## src/rtl/fifo_stream_reader.sv

```systemverilog
// fifo_stream_reader
//   Read-side consumer for a FIFO with one-cycle read latency. Words are
//   popped from the FIFO and presented downstream as a valid/ready stream
//   at up to one word per clock. The pop request depends only on registered
//   state (buffer occupancy plus the one word that may be in flight), so
//   m_ready never reaches fifo_read combinationally.
//
// Parameters
//   DWIDTH     data width, equal to the FIFO's data width
//   BUF_DEPTH  output buffer entries (2..16); 3 or more sustains 1 word/cycle
//
// Ports
//   clk        FIFO read clock
//   rst        synchronous, active-high reset
//   fifo_read  pop request to the FIFO
//   fifo_dout  FIFO data, valid the cycle after fifo_read
//   fifo_empty FIFO empty flag
//   flush      drop buffered and in-flight words
//   m_valid    stream word available
//   m_ready    downstream accepts the word
//   m_data     stream data (don't-care while m_valid=0)
//   buf_count  occupied buffer entries
module fifo_stream_reader #(
  parameter int DWIDTH    = 32,
  parameter int BUF_DEPTH = 3
) (
  input  logic                           clk,
  input  logic                           rst,
  output logic                           fifo_read,
  input  logic [DWIDTH-1:0]              fifo_dout,
  input  logic                           fifo_empty,
  input  logic                           flush,
  output logic                           m_valid,
  input  logic                           m_ready,
  output logic [DWIDTH-1:0]              m_data,
  output logic [$clog2(BUF_DEPTH+1)-1:0] buf_count
);

  localparam int CW = $clog2(BUF_DEPTH + 1);
  localparam int LW = CW + 1;
  localparam int PW = $clog2(BUF_DEPTH);

  localparam logic [LW-1:0] DEPTH_C  = LW'(BUF_DEPTH);
  localparam logic [PW-1:0] LAST_PTR = PW'(BUF_DEPTH - 1);

  logic [DWIDTH-1:0] buf_mem [BUF_DEPTH];
  logic [CW-1:0]     count;
  logic [PW-1:0]     head;
  logic [PW-1:0]     tail;
  logic              inflight;
  logic              push;
  logic              pop;
  logic [LW-1:0]     credit;

  // Pointers wrap explicitly so BUF_DEPTH need not be a power of two.
  function automatic logic [PW-1:0] ptr_inc(input logic [PW-1:0] p);
    return (p == LAST_PTR) ? '0 : p + PW'(1);
  endfunction

  // Occupancy plus the word already requested; one spare bit so the sum
  // cannot wrap before the comparison.
  assign credit    = {1'b0, count} + {{CW{1'b0}}, inflight};
  assign fifo_read = !rst && !flush && !fifo_empty && (credit < DEPTH_C);

  // A word returned in the flush cycle belongs to the discarded stream.
  assign push = inflight && !flush;
  assign pop  = m_valid && m_ready;

  assign m_valid   = (count != '0);
  assign m_data    = buf_mem[head];
  assign buf_count = count;

  // Control state: request tracking, pointers and occupancy.
  always_ff @(posedge clk) begin
    if (rst) begin
      count    <= '0;
      head     <= '0;
      tail     <= '0;
      inflight <= 1'b0;
    end else begin
      inflight <= fifo_read;
      if (flush) begin
        count <= '0;
        head  <= '0;
        tail  <= '0;
      end else begin
        if (push) tail <= ptr_inc(tail);
        if (pop)  head <= ptr_inc(head);
        case ({push, pop})
          2'b10:   count <= count + CW'(1);
          2'b01:   count <= count - CW'(1);
          default: count <= count;
        endcase
      end
    end
  end

  // Data storage: no reset, contents are qualified by count.
  always_ff @(posedge clk) begin
    if (push) buf_mem[tail] <= fifo_dout;
  end

  a_count_bound: assert property (@(posedge clk) disable iff (rst)
    ({1'b0, count} <= DEPTH_C));

  a_no_read_empty: assert property (@(posedge clk)
    !(fifo_read && fifo_empty));

endmodule
```

## config.mk

```make
export PLATFORM = sky130hd
export DESIGN_NAME = fifo_stream_reader
export DESIGN_NICKNAME = d
export VERILOG_FILES = /design/src/rtl/fifo_stream_reader.sv
export SDC_FILE = /design/constraint.sdc
export NUM_CORES = 1
export LEC_CHECK = 0
export BUFFER_PORTS_ARGS = -buffer_cell sky130_fd_sc_hd__buf_2
export CORE_AREA = 2 2 110 112
export CTS_CLUSTER_SIZE = 25
export DETAILED_ROUTE_END_ITERATION = 8
export DIE_AREA = 0 0 112 114
export PLACE_DENSITY = 0.6
export SYNTH_ARGS = -nofsm -noshare
export SYNTH_HDL_FRONTEND = slang
export SYNTH_SLANG_ARGS = --single-unit
```

## constraint.sdc

```tcl
create_clock -name clk -period 3.6 [get_ports clk]
set_clock_uncertainty 0.2 [all_clocks]
set_input_delay 0.18 -clock clk [delete_from_list [all_inputs] [get_ports clk]]
set_output_delay 0.18 -clock clk [all_outputs]
set_load 0.05 [all_outputs]
```

Word level (Yosys, flattened, before mapping)
Memory sizes are Yosys's and may differ from the RTL's. A register that Yosys moved wholly into a read port is not among the register bits.
Cells that the tools add are included.
Widths: inputs -> output; s select.
{"block": "totals", "regBits": 7, "ram_bits": 96, "in_bits": 37, "out_inout_bits": 36, "n_memories": 1}
{"block": "classes", "n_addsub": 5, "magnitude_cmp": 1, "eq_ne": 4, "mux": 7, "reduce_logical": 11}
{"name": "buf_mem", "words": 3, "width": 32, "read_ports": 1, "rd_clocked_by_memory_dff": 1, "wr": 1, "line_no": "46", "text": "logic [DWIDTH-1:0] buf_mem [BUF_DEPTH];"}
{"operator": "$mux 2", "n": 4}
{"operator": "$add 2x1->2 const B", "n": 3}
{"operator": "$eq 2x2->1 const B", "n": 3}
{"operator": "$logic_and 1x1->1", "n": 5}
{"operator": "$pmux 2 s2", "n": 1}
{"operator": "$reduce_bool 2->1", "n": 2}
{"operator": "$add 2x1->3", "n": 1}
{"operator": "$logic_not 1->1", "n": 3}
{"operator": "$lt 3x2->1 const B", "n": 1}
{"operator": "$eq 2x1->1 const B", "n": 1}
{"operator": "$mux 1", "n": 2}
{"operator": "$reduce_or 2->1", "n": 1}
{"operator": "$sub 2x1->2 const B", "n": 1}

Depth between registers and ports, before layout
Gate-level depths: netlist of the first run.
{"block": "depth", "depth_word": 4, "mapped_depth": 6}

Worst setup path after synthesis of the first run
OpenSTA, ideal clock, no wires.
{"block": "synth_path", "kind": "flip-flop to flip-flop", "startpoint": "register inflight", "endpoint": "memory buf_mem[2][0], enable pin", "setup_time_ns": 0.468, "arrival_time_ns": 2.860, "slack_ns": 0.072, "path_stages_with_launch": 3, "path_cell_list": "dfxtp_1 -> nand2b_1 -> nor3b_1"}
{"block": "synth_via", "elab_chain_len": 3}
{"element": "from (decl)", "line_no": "50", "text": "logic inflight;"}
{"element": "from (signal assigned)", "line_no": "81", "text": "inflight <= fifo_read;"}
{"element": "$logic_and 1x1->1", "line_no": "66", "text": "assign push = inflight && !flush;"}
{"element": "$mux 1", "line_no": "100", "text": "if (push) buf_mem[tail] <= fifo_dout;"}
{"element": "$mux 1 (implied by the code)", "line_no": "100"}
{"element": "to (decl)", "line_no": "46"}
Every way passes these cells.

==> results of run 1 <==
## sequential cells by signal (all words and copies together) (netlist names), named ones only
signal,cells
inflight,1
buf_mem,96
head,2
tail,2
buf_count,2
## report_power, final
part	total (W)	internal (W)	switching (W)
Clock	0.000911	0.000528	0.000383
Sequential	0.00134	0.00134	0.00000293
Combinational	0.000112	0.0000501	0.0000616
Total	0.00236	0.00192	0.000448
## placed cells by master, fill, tap and decap left out, drive strengths merged, types with 2 or more instances in the layout
cell / instances
nand2: 35
ha: 3
a21oi: 5
clkbuf: 10
buf: 76
dlygate4sd3: 34
mux2i: 32
o21ai: 34
clkinv: 5
nor2: 2
dfxtp: 9
edfxtp: 96
a2111oi: 2
or2: 2
or3: 3
## path summary, 6_finish.rpt
path,endpoint,depth (start not counted),slack (ps)
setup / recovery,m_data[30],4,1190
hold / removal,tail[0],3,120
setup reg to reg,buf_mem[1][19],1,1720
hold reg to reg,flop,2,290
## layer usage
metal,global-route usage,vias to the layer above,part of all wire
met5,0,-,0
met4,0.0537,0,0.016
met3,0.0303,8,0.043
met2,0.196,49,0.49
met1,0.143,1077,0.45
li1,-,1128,-
## area by class of cell
cell class	instances	area [um2]
fill	1100	6640
tap	147	184
clock buffer	10	229
multi-input combinational	124	810
inverter	2	7.51
clock inverter	5	47.5
timing repair buffer	110	731
sequential	105	3070
## metrics by stage
stage               area (um2)  instances  setup WS [ps]
CTS                       5070        503           1110
detailed placement        4460        454           1480
finish                    5070        503           1190
global placement          4460        454           1500
floorplan                 3940        243           72.1
global route              5070        503           1000
## kinds of logic (layout without fill, tap and decap cells)
family                   after synthesis  after routing  share of synthesized area
flip-flops                           105            105                      0.778
AND/OR/NAND/NOR                       46             46                     0.0522
AO/OA/AOI/OAI                         41             41                     0.0569
multiplexers                          32             32                     0.0814
buffers and inverters                 14            127                     0.0172
adder cells (fa/ha/maj)                3              3                    0.00954
XOR/XNOR                               2              2                    0.00445
==> reports/results.md, run 1 <==
| Metric | Value | Unit |
|---|---|---|
| Count of flip-flops with a built-in enable after synthesis | 96 | - |
| Clock tree from TritonCTS | yes | - |
| Number of buffers and inverters on the critical path | 2 | - |
| Max_slew headroom | 0.329 | - |
| Area of the mapped netlist | 0.00394 | mm2 |
| Commonest cells in the synthesized netlist | edfxtp_1, nand2_1, o21ai_0 | - |
| Final count of hold timing violations | 0 | - |
| Final worst-path cycle share | 0.670 | - |
| Later-pin clock latency in the skew report | 330 | ps |
| Total of hold buffers inserted after clock tree synthesis | 34 | - |
| Overall routed net length | 7.10 | mm |
| Core ar. | 0.0117 | mm2 |
| Synth warnings | 0 | - |
| Timing-limited maximum frequency | 415 | MHz |
| Final setup violation count | 0 | - |
| Result of the run | complete, no violations | - |
| Worst Tran Pin Value | 1010 | ps |
| DPL Wire Length | 4.42 | mm |
| Num Clock Sinks | 105 | - |
| Antenna diode count | 0 | - |
| Post-layout utilization of the core | 0.433 | - |
| Post-cts repair resize count | 0 | - |
| Synth unique cells | 25 | - |
| Max-cap check violation count | 0 | - |
| CP Cell Sequence | buf_4, mux2i_1, o21ai_0, buf_2 | - |
| CP startpoint kind | flop | - |
| Worst hold path startpoint | rst | - |
| Area Growth Syn to Fin | 28.9 | % |
| Worst hold path class | in -> reg | - |
| Critical Path Fanout Max | 19 | - |
| Crit path time final | 2410 | ps |
| Ratio of cells with drive above 1 in the final layout | 0.267 | - |
| Hold slack | 117 | ps |
| Initial drt markers | 85 | - |
| TritonRoute pass-1 iters | 4 | - |
| Slowest cell on crit path | dfxtp_2 | - |
| Synth Register Bits | 105 | - |
| Die outline width | 112 | um |
| Mean routed wirelength per cell | 14.1 | um |
| Area share of the largest cell type after synthesis | 0.733 | - |
| Clock Pin Slew Worst Setup and Hold Paths | 60 | ps |
| Final-report max-slew violation count | 0 | - |
| Endpoint type of the worst setup path | output pin | - |
| Antenna violations before repair | 0 | - |
| DIE AREA | 0.0128 | mm2 |
| Vias after detailed routing | 2262 | - |
| Power Dens Cells | 466 | mW/mm2 |
| ANT nets after route | 0 | - |
| Crit Path Class | reg -> out | - |
| Share of synthesized flip-flops with an asynchronous set or reset | 0 | - |
| Number of H-tree branching levels | 3 | - |
| Source of the worst register-to-register timing path | tail[0] | - |
| Total Routing Usage GR | 0.117 | - |
| Most frequent cell after synthesis | edfxtp_1 | - |
| Maximum count of clock buffers along a single path | 2 | - |
| Net count of the mapped netlist | 283 | - |
| Clock root buffer master | clkbuf_16 | - |
| Remaining DRCs | 0 | - |
| IO Count | 73 | - |
| Number of buffers inserted during clock tree synthesis | 9 | - |
| Maximum number of pins on one net before global-route repair | 65 | - |
| Main flop type after synthesis | edfxtp_1 | - |
| Post-CTS setup buffer count | 0 | - |
| Critical path data arrival time | 2030 | ps |
| Dominant cells by area after synthesis | edfxtp_1, mux2i_1, dfxtp_1, o21ai_0, nand2_1 | - |
| Leak pwr | 1.71 | nW |
| Number of global-route vias before repair | 2320 | - |
| Final RePlAce weighted congestion | 0.650 | - |
| Mapped Cells | 243 | - |
| Synthesized area per cell | 16.2 | um2 |
| Worst path top cell family by delay | flip-flops | - |
| Via count normalized by instance count | 4.50 | - |
| Die outline height | 114 | um |
| Nets | 392 | - |
| Setup repair after global routing missed its margin | no | - |
| Worst path required time | 3220 | ps |
| Highest ir drop seen on vdd | 0.207 | mV |
| First-pass GRT wire length | 11.4 | mm |
| Overflow after GRT | 0 | - |
| Slowest Stage Delay on Critical Path | 700 | ps |
| Post-synthesis cell type with the largest combined area | edfxtp_1 | - |
| Final Power | 0.00236 | W |
| Sum of negative setup slack | 0 | ps |
| Effective utilization at floorplan | 0.336 | - |
| Port-buffer cells | 72 | - |
| Sequential fraction of the synthesis area | 0.778 | - |
| Placement row count | 40 | - |
No activity file was read; power rests on OpenSTA's default activity.
==> inputs of run 2 (changes only) <==
--- a/config.mk
+++ b/config.mk
@@ -10,7 +10,7 @@
 export CTS_CLUSTER_SIZE = 25
 export DETAILED_ROUTE_END_ITERATION = 8
 export DIE_AREA = 0 0 112 114
-export PLACE_DENSITY = 0.6
+export PLACE_DENSITY = 0.58
 export SYNTH_ARGS = -nofsm -noshare
 export SYNTH_HDL_FRONTEND = slang
 export SYNTH_SLANG_ARGS = --single-unit
==> constraint.sdc (replaced) <==
create_clock -name clk -period 2.29 [get_ports clk]
set_clock_uncertainty 0.2 [all_clocks]
set_input_delay 0.1145 -clock clk [delete_from_list [all_inputs] [get_ports clk]]
set_output_delay 0.1145 -clock clk [all_outputs]
set_load 0.05 [all_outputs]
==> run 2 against run 1 <==
Flip-flop and latch count stayed put. Die area stayed put. Critical path depth stayed put. Clock power is 56% higher. Clock-buffer cell count stayed put. Via count is 1.7% higher. Sequential power is 57% higher. Final area is 1.8% higher. Hold slack worse by 41 ps. Non-clock buffer count is 5 higher. Combinational power is 60% higher. Core utilization is 0.76 points higher.
==> reports/results.md, run 2 (synthesis gave the netlist of run 1 again) <==
| Metric | Value | Unit | Delta |
|---|---|---|---|
| Result of the run | complete, no violations | - |  |
| Via count normalized by instance count | 4.52 | - | +0.48% |
| ANT nets after route | 0 | - | unchanged |
| Max-cap check violation count | 0 | - | unchanged |
| Number of buffers inserted during clock tree synthesis | 9 | - | unchanged |
| Worst Tran Pin Value | 406 | ps | -601 ps |
| Clock tree from TritonCTS | yes | - |  |
| Slowest cell on crit path | dfxtp_1 | - |  |
| Endpoint type of the worst setup path | output pin | - |  |
| Antenna violations before repair | 0 | - | unchanged |
| Vias after detailed routing | 2300 | - | +1.7% |
| CP Cell Sequence | ha_1, ha_1, a2111oi_4, buf_2 | - |  |
| Final RePlAce weighted congestion | 0.691 | - | +6.3% |
| Max_slew headroom | 0.729 | - | +0.400 |
| Remaining DRCs | 0 | - | unchanged |
| Critical register-to-register path endpoint | buf_mem[0][18] | - |  |
| Highest ir drop seen on vdd | 0.493 | mV | +140% |
| FILL cells | 1074 | - | -2.4% |
| Later-pin clock latency in the skew report | 330 | ps | about the same |
| Clock root buffer master | clkbuf_16 | - |  |
| Nets | 397 | - | +1.3% |
| Total Routing Usage GR | 0.119 | - | +0.00159 |
| Effective utilization at floorplan | 0.336 | - | unchanged |
| CP Launch Point | buf_count[0] | - |  |
| Final setup violation count | 0 | - | unchanged |
| First-pass GRT wire length | 11.6 | mm | +1.1% |
| Die outline width | 112 | um | unchanged |
| Crit path to | fifo_read | - |  |
| Crit Path Class | reg -> out | - |  |
| CP startpoint kind | flop | - |  |
| Setup repair after global routing missed its margin | no | - |  |
| IO Count | 73 | - | unchanged |
| Placement row count | 40 | - | unchanged |
| Most common library cell in the layout ignoring fill and taps | edfxtp_1 | - |  |
| Final-report max-slew violation count | 0 | - | unchanged |
| Final standard cell area without fillers | 0.00516 | mm2 | +1.8% |
| Worst path required time | 1980 | ps | -1240 ps |
| Die outline height | 114 | um | unchanged |
| Register-to-register setup slack | 490 | ps | -1230 ps |
| Overall routed net length | 7.30 | mm | +2.8% |
| Critical path data arrival time | 1850 | ps | -180 ps |
| Ratio of cells with drive above 1 in the final layout | 0.287 | - | +0.0204 |
| Core ar. | 0.0117 | mm2 | unchanged |
| Critical Path Fanout Max | 6 | - | -13 |
| Highest-count cells in the layout ignoring fill and taps | edfxtp_1, buf_2, nand2_1, dlygate4sd3_1, o21ai_0 | - |  |
| Overflow after GRT | 0 | - | unchanged |
| Sum of negative setup slack | 0 | ps | unchanged |
| Number of global-route vias before repair | 2255 | - | -2.8% |
| Clock Pin Slew Worst Setup and Hold Paths | 70 | ps | about the same |
| Initial drt markers | 72 | - | -15% |
| Worst hold path class | in -> reg | - |  |
| Crit path time final | 2160 | ps |  |
| Mean routed wirelength per cell | 14.3 | um | +1.5% |
| Top cell by count, worst path | ha_1 | - |  |
| Post-layout utilization of the core | 0.441 | - | +0.00759 |
| DPL Wire Length | 4.71 | mm | +6.5% |
| Antenna diode count | 0 | - | unchanged |
| Leak pwr | 1.74 | nW | +1.9% |
| Final Power | 0.00370 | W | +57% |
| Final count of hold timing violations | 0 | - | unchanged |
| Port-buffer cells | 72 | - | unchanged |
| Number of H-tree branching levels | 3 | - | unchanged |
| Area Growth Syn to Fin | 31.2 | % |  |
| Maximum count of clock buffers along a single path | 2 | - | unchanged |
| Slowest Stage Delay on Critical Path | 380 | ps | -320 ps |
| TritonRoute pass-1 iters | 4 | - | unchanged |
| DIE AREA | 0.0128 | mm2 | unchanged |
| Largest register by flop count | buf_mem | - |  |
| Maximum number of pins on one net before global-route repair | 29 | - | -55% |
| Register cell area after layout | 0.00307 | mm2 | unchanged |
| Power Dens Cells | 717 | mW/mm2 | +54% |
| Placement-stage cell area | 0.00454 | mm2 | +1.9% |
| Post-cts repair resize count | 0 | - | unchanged |
| Final worst-path cycle share | 0.944 | - |  |
| Area of the multi-input gates | 833 | um2 | +2.9% |
| Timing-limited maximum frequency | 462 | MHz |  |
| Number of flip-flops under the largest register name | 96 | - | unchanged |
| Logic depth of the worst register-to-register path | 4 | - | +3 |
| Source of the worst register-to-register timing path | inflight | - |  |
| Num Clock Sinks | 105 | - | unchanged |
| Hold slack | 76.0 | ps | -41.0 ps |
## run 2: critical path: cells and delay by family, from the launching register on
kind            cells  cell delay [ps]
compound gates      1              280
fa+ha+maj           2              540
buf+inv             1              310
flops               1              380
## run 2: metrics by stage
| step | setup WS [ps] | std cells |
|---|---|---|
| after global placement | 494 | 459 |
| after detailed placement | 470 | 459 |
| after CTS | 103 | 509 |
| after global routing | 11.3 | 509 |
| final | 128 | 509 |
| after floorplan | 34.9 | 243 |
## run 2: final cells by class
cell class / count / area share
timing repair buffer: 115 / 0.154
multi-input combinational: 124 / 0.161
inverter: 2 / 0.00145
clock buffer: 10 / 0.0444
tap: 147 / 0.0356
sequential: 105 / 0.594
clock inverter: 6 / 0.00969
## run 2: routing by layer
| layer | global-route usage | wire length [um] | up-vias |
|---|---|---|---|
| li1 | - | - | 1138 |
| met1 | 0.158 | 3340 | 1103 |
| met2 | 0.192 | 3580 | 52 |
| met3 | 0.0340 | 311 | 7 |
| met4 | 0.0317 | 64 | 0 |
| met5 | 0 | 0 | - |
## run 2: worst min path at each step
stage | startpoint | to | slack, ps | cells after the start
floorplan | fifo_empty | inflight | -20 | 1
global placement | fifo_dout[9] | buf_mem[0][9] | 110 | 1
detailed placement | fifo_dout[8] | buf_mem[2][8] | 120 | 1
CTS | rst | buf_count[1] | 80 | 3
global route | rst | buf_count[1] | 100 | 3
finish | rst | buf_count[1] | 80 | 3
## run 2: where the power goes
| part | internal (W) | switching, W |
|---|---|---|
| registers | 0.00210 | 0.00000434 |
| logic | 0.0000806 | 0.0000987 |
| clock network | 0.000751 | 0.000665 |
| total | 0.00293 | 0.000768 |
## run 2: timing repair
item	4_1_cts	5_1_grt
hold buffers	34	0
setup buffers	0	0
endpoints found under the hold margin	101	0
==> inputs of run 3 (changes only) <==
--- a/config.mk
+++ b/config.mk
@@ -6,11 +6,13 @@
 export NUM_CORES = 1
 export LEC_CHECK = 0
 export BUFFER_PORTS_ARGS = -buffer_cell sky130_fd_sc_hd__buf_2
+export CELL_PAD_IN_SITES_DETAIL_PLACEMENT = 0
+export CELL_PAD_IN_SITES_GLOBAL_PLACEMENT = 1
 export CORE_AREA = 2 2 110 112
 export CTS_CLUSTER_SIZE = 25
 export DETAILED_ROUTE_END_ITERATION = 8
 export DIE_AREA = 0 0 112 114
-export PLACE_DENSITY = 0.58
+export PLACE_DENSITY = 0.67
 export SYNTH_ARGS = -nofsm -noshare
 export SYNTH_HDL_FRONTEND = slang
 export SYNTH_SLANG_ARGS = --single-unit
==> run 3 against run 2 <==
Final area up 0.12%. Power is 0.49% higher. Die area unchanged. Clock-buffer cell count is 1 lower. Core utilization grew 0.053 points. Flip-flop and latch count did not move. Hold slack improved by 9.8 ps. Register-to-register slack barely moved. First-iteration DRC count increased by 22%. Final cell count unchanged. Clock power about the same. Critical endpoint unchanged.
==> reports/results.md, run 3 (synthesis gave the netlist of run 1 again) <==
| Metric | Value | Unit | Delta |
|---|---|---|---|
| Final RePlAce weighted congestion | 0.674 | - | -2.4% |
| Final-report max-slew violation count | 0 | - | unchanged |
| Effective utilization at floorplan | 0.336 | - | unchanged |
| Final count of hold timing violations | 0 | - | unchanged |
| Maximum number of pins on one net before global-route repair | 34 | - | +17% |
| Antenna violations before repair | 0 | - | unchanged |
| Area Growth Syn to Fin | 31.4 | % |  |
| Fraction of power consumed by combinational cells | 0.048 | - | about the same |
| Crit Path Class | reg -> out | - |  |
| Timing-limited maximum frequency | 464 | MHz | +0.23% |
| Remaining DRCs | 0 | - | unchanged |
| Final Power | 0.00372 | W | +0.49% |
| Placement row count | 40 | - | unchanged |
| Worst path required time | 1980 | ps | about the same |
| Largest register by flop count | buf_mem | - |  |
| Critical path data arrival time | 1840 | ps | about the same |
| Most common library cell in the layout ignoring fill and taps | edfxtp_1 | - |  |
| CP startpoint kind | flop | - |  |
| Leak pwr | 1.76 | nW | +0.85% |
| Max_slew headroom | 0.740 | - | +0.0110 |
| Max-cap check violation count | 0 | - | unchanged |
| Number of global-route vias before repair | 2271 | - | +0.71% |
| Critical register-to-register path endpoint | buf_mem[0][4] | - |  |
| Overall routed net length | 6.91 | mm | -5.4% |
| Clock tree from TritonCTS | yes | - |  |
| Placement-stage cell area | 0.00454 | mm2 | unchanged |
| Fraction of power spent switching nets | 0.209 | - | +0.00188 |
| Result of the run | complete, no violations | - |  |
| Highest ir drop seen on vdd | 0.358 | mV | -27% |
| Number of buffers and inverters on the critical path | 1 | - | unchanged |
| Clock Pin Slew Worst Setup and Hold Paths | 70 | ps | about the same |
| Worst Tran Pin Value | 389 | ps | -16.4 ps |
| Total of hold buffers inserted after clock tree synthesis | 34 | - | unchanged |
| Setup repair after global routing missed its margin | no | - |  |
| Highest-count cells in the layout ignoring fill and taps | edfxtp_1, buf_2, nand2_1, dlygate4sd3_1, o21ai_0 | - |  |
| Ratio of cells with drive above 1 in the final layout | 0.290 | - | +0.00276 |
| Register-to-register setup slack | 500 | ps | about the same |
| DIE AREA | 0.0128 | mm2 | unchanged |
| ANT nets after route | 0 | - | unchanged |
| Net Sw Power | 0.000779 | W | +1.4% |
| Logic depth of the worst register-to-register path | 4 | - | unchanged |
| Number of standard cells in the final layout excluding fillers | 509 | - | unchanged |
| Power Dens Cells | 720 | mW/mm2 | +0.36% |
| Maximum count of clock buffers along a single path | 2 | - | unchanged |
| Final worst-path cycle share | 0.942 | - | -0.00219 |
| Vias after detailed routing | 2333 | - | +1.4% |
| Power Internal | 0.00294 | W | +0.25% |
| TritonRoute pass-1 iters | 4 | - | unchanged |
| Final worst slack | 133 | ps | +5.02 ps |
| Port-buffer cells | 72 | - | unchanged |
| Clock root buffer master | clkbuf_16 | - |  |
| DPL Wire Length | 4.32 | mm | -8.2% |
| Post-CTS setup buffer count | 0 | - | unchanged |
| Die outline height | 114 | um | unchanged |
| First-pass GRT wire length | 10.9 | mm | -5.5% |
| CP Cell Sequence | ha_1, ha_1, a2111oi_4, buf_2 | - |  |
| Portion of total power attributed to sequential cells | 0.566 | - | -0.003 |
| Count of cells along the worst hold path | 3 | - | unchanged |
| Slowest cell on crit path | dfxtp_1 | - |  |
| IO Count | 73 | - | unchanged |
| Via count normalized by instance count | 4.58 | - | +1.4% |
| Number of H-tree branching levels | 3 | - | unchanged |
| Overflow after GRT | 0 | - | unchanged |
| Slowest Stage Delay on Critical Path | 370 | ps | about the same |
| Number of flip-flops under the largest register name | 96 | - | unchanged |
| Number of buffers inserted during clock tree synthesis | 9 | - | unchanged |
| Core ar. | 0.0117 | mm2 | unchanged |
| Final setup violation count | 0 | - | unchanged |
| Initial drt markers | 88 | - | +22% |
| Total Routing Usage GR | 0.110 | - | -0.00829 |
| Worst hold path class | in -> reg | - |  |
| Placed cells | 459 | - | unchanged |
| Top cell by count, worst path | ha_1 | - |  |
| Mean routed wirelength per cell | 13.6 | um | -5.4% |
| Pre-CTS WS | 472 | ps | +2.30 ps |
| Critical Path Fanout Max | 6 | - | unchanged |
| Later-pin clock latency in the skew report | 330 | ps | about the same |
| Source of the worst register-to-register timing path | inflight | - |  |
| Portion of total power attributed to the clock network | 0.386 | - | +0.003 |
| Antenna diode count | 0 | - | unchanged |
| Final standard cell area without fillers | 0.00517 | mm2 | +0.12% |
| Nets | 397 | - | unchanged |
| Worst hold path startpoint | rst | - |  |
| Num Clock Sinks | 105 | - | unchanged |
| Endpoint type of the worst setup path | output pin | - |  |
| Crit path time final | 2160 | ps | -5.02 ps |
| Worst path top cell family by delay | adder cells | - |  |
| Die outline width | 112 | um | unchanged |
| Post-cts repair resize count | 0 | - | unchanged |
| Sink of the worst hold path | buf_count[1] | - |  |
| Sum of negative setup slack | 0 | ps | unchanged |
run 3: power by group through the flow:
stage | Clock (W) | Sequential, W | Combinational, W
after CTS | 0.00148 | 0.00211 | 0.000181
after detailed placement | 0 | 0.00215 | 0.000136
after floorplan | 0 | 0.00215 | 0.0000687
after global routing | 0.00156 | 0.00211 | 0.000193
after global placement | 0 | 0.00215 | 0.000132
final | 0.00144 | 0.00211 | 0.000178
run 3: how the worst max path moves through the flow:
stage | slack (ps) | startpoint | end | cells after the start
after floorplan | 30 | buf_count[0] | fifo_read | 3
after global placement | 500 | buf_count[0] | fifo_read | 4
after detailed placement | 470 | buf_count[0] | fifo_read | 4
after CTS | 110 | buf_count[0] | fifo_read | 4
after global routing | 70 | buf_count[0] | fifo_read | 4
final | 130 | buf_count[0] | fifo_read | 4
run 3: layer usage:
| metal | track usage | vias to the layer above | wire length [um] |
|---|---|---|---|
| li1 | - | 1141 | - |
| met2 | 0.189 | 50 | 3400 |
| met1 | 0.137 | 1134 | 3120 |
| met4 | 0.0431 | 0 | 79 |
| met3 | 0.0250 | 8 | 304 |
| met5 | 0 | - | 0 |
run 3: area by class of cell:
cell class,count,area (um2)
multi-input cells,124,833
inverters,2,7.51
repair buffers,115,793
clock inverters,7,60.1
clock buffers,9,225
fillers,1067,6540
well taps,147,184
flip-flops and latches,105,3070
run 3: metrics by stage:
| stage | hold WS (ps) | util |
|---|---|---|
| floorplan | -16.6 | - |
| global placement | 112 | 0.388 |
| detailed placement | 119 | 0.388 |
| CTS | 83.3 | 0.441 |
| global route | 156 | 0.441 |
| finish | 85.7 | 0.441 |
run 3: worst reg2reg max path: cells and delay by family (launching register included):
family	cells	cell delay (ps)
and+or+nand+nor	2	520
buffers and inverters	2	380
DFF	1	360
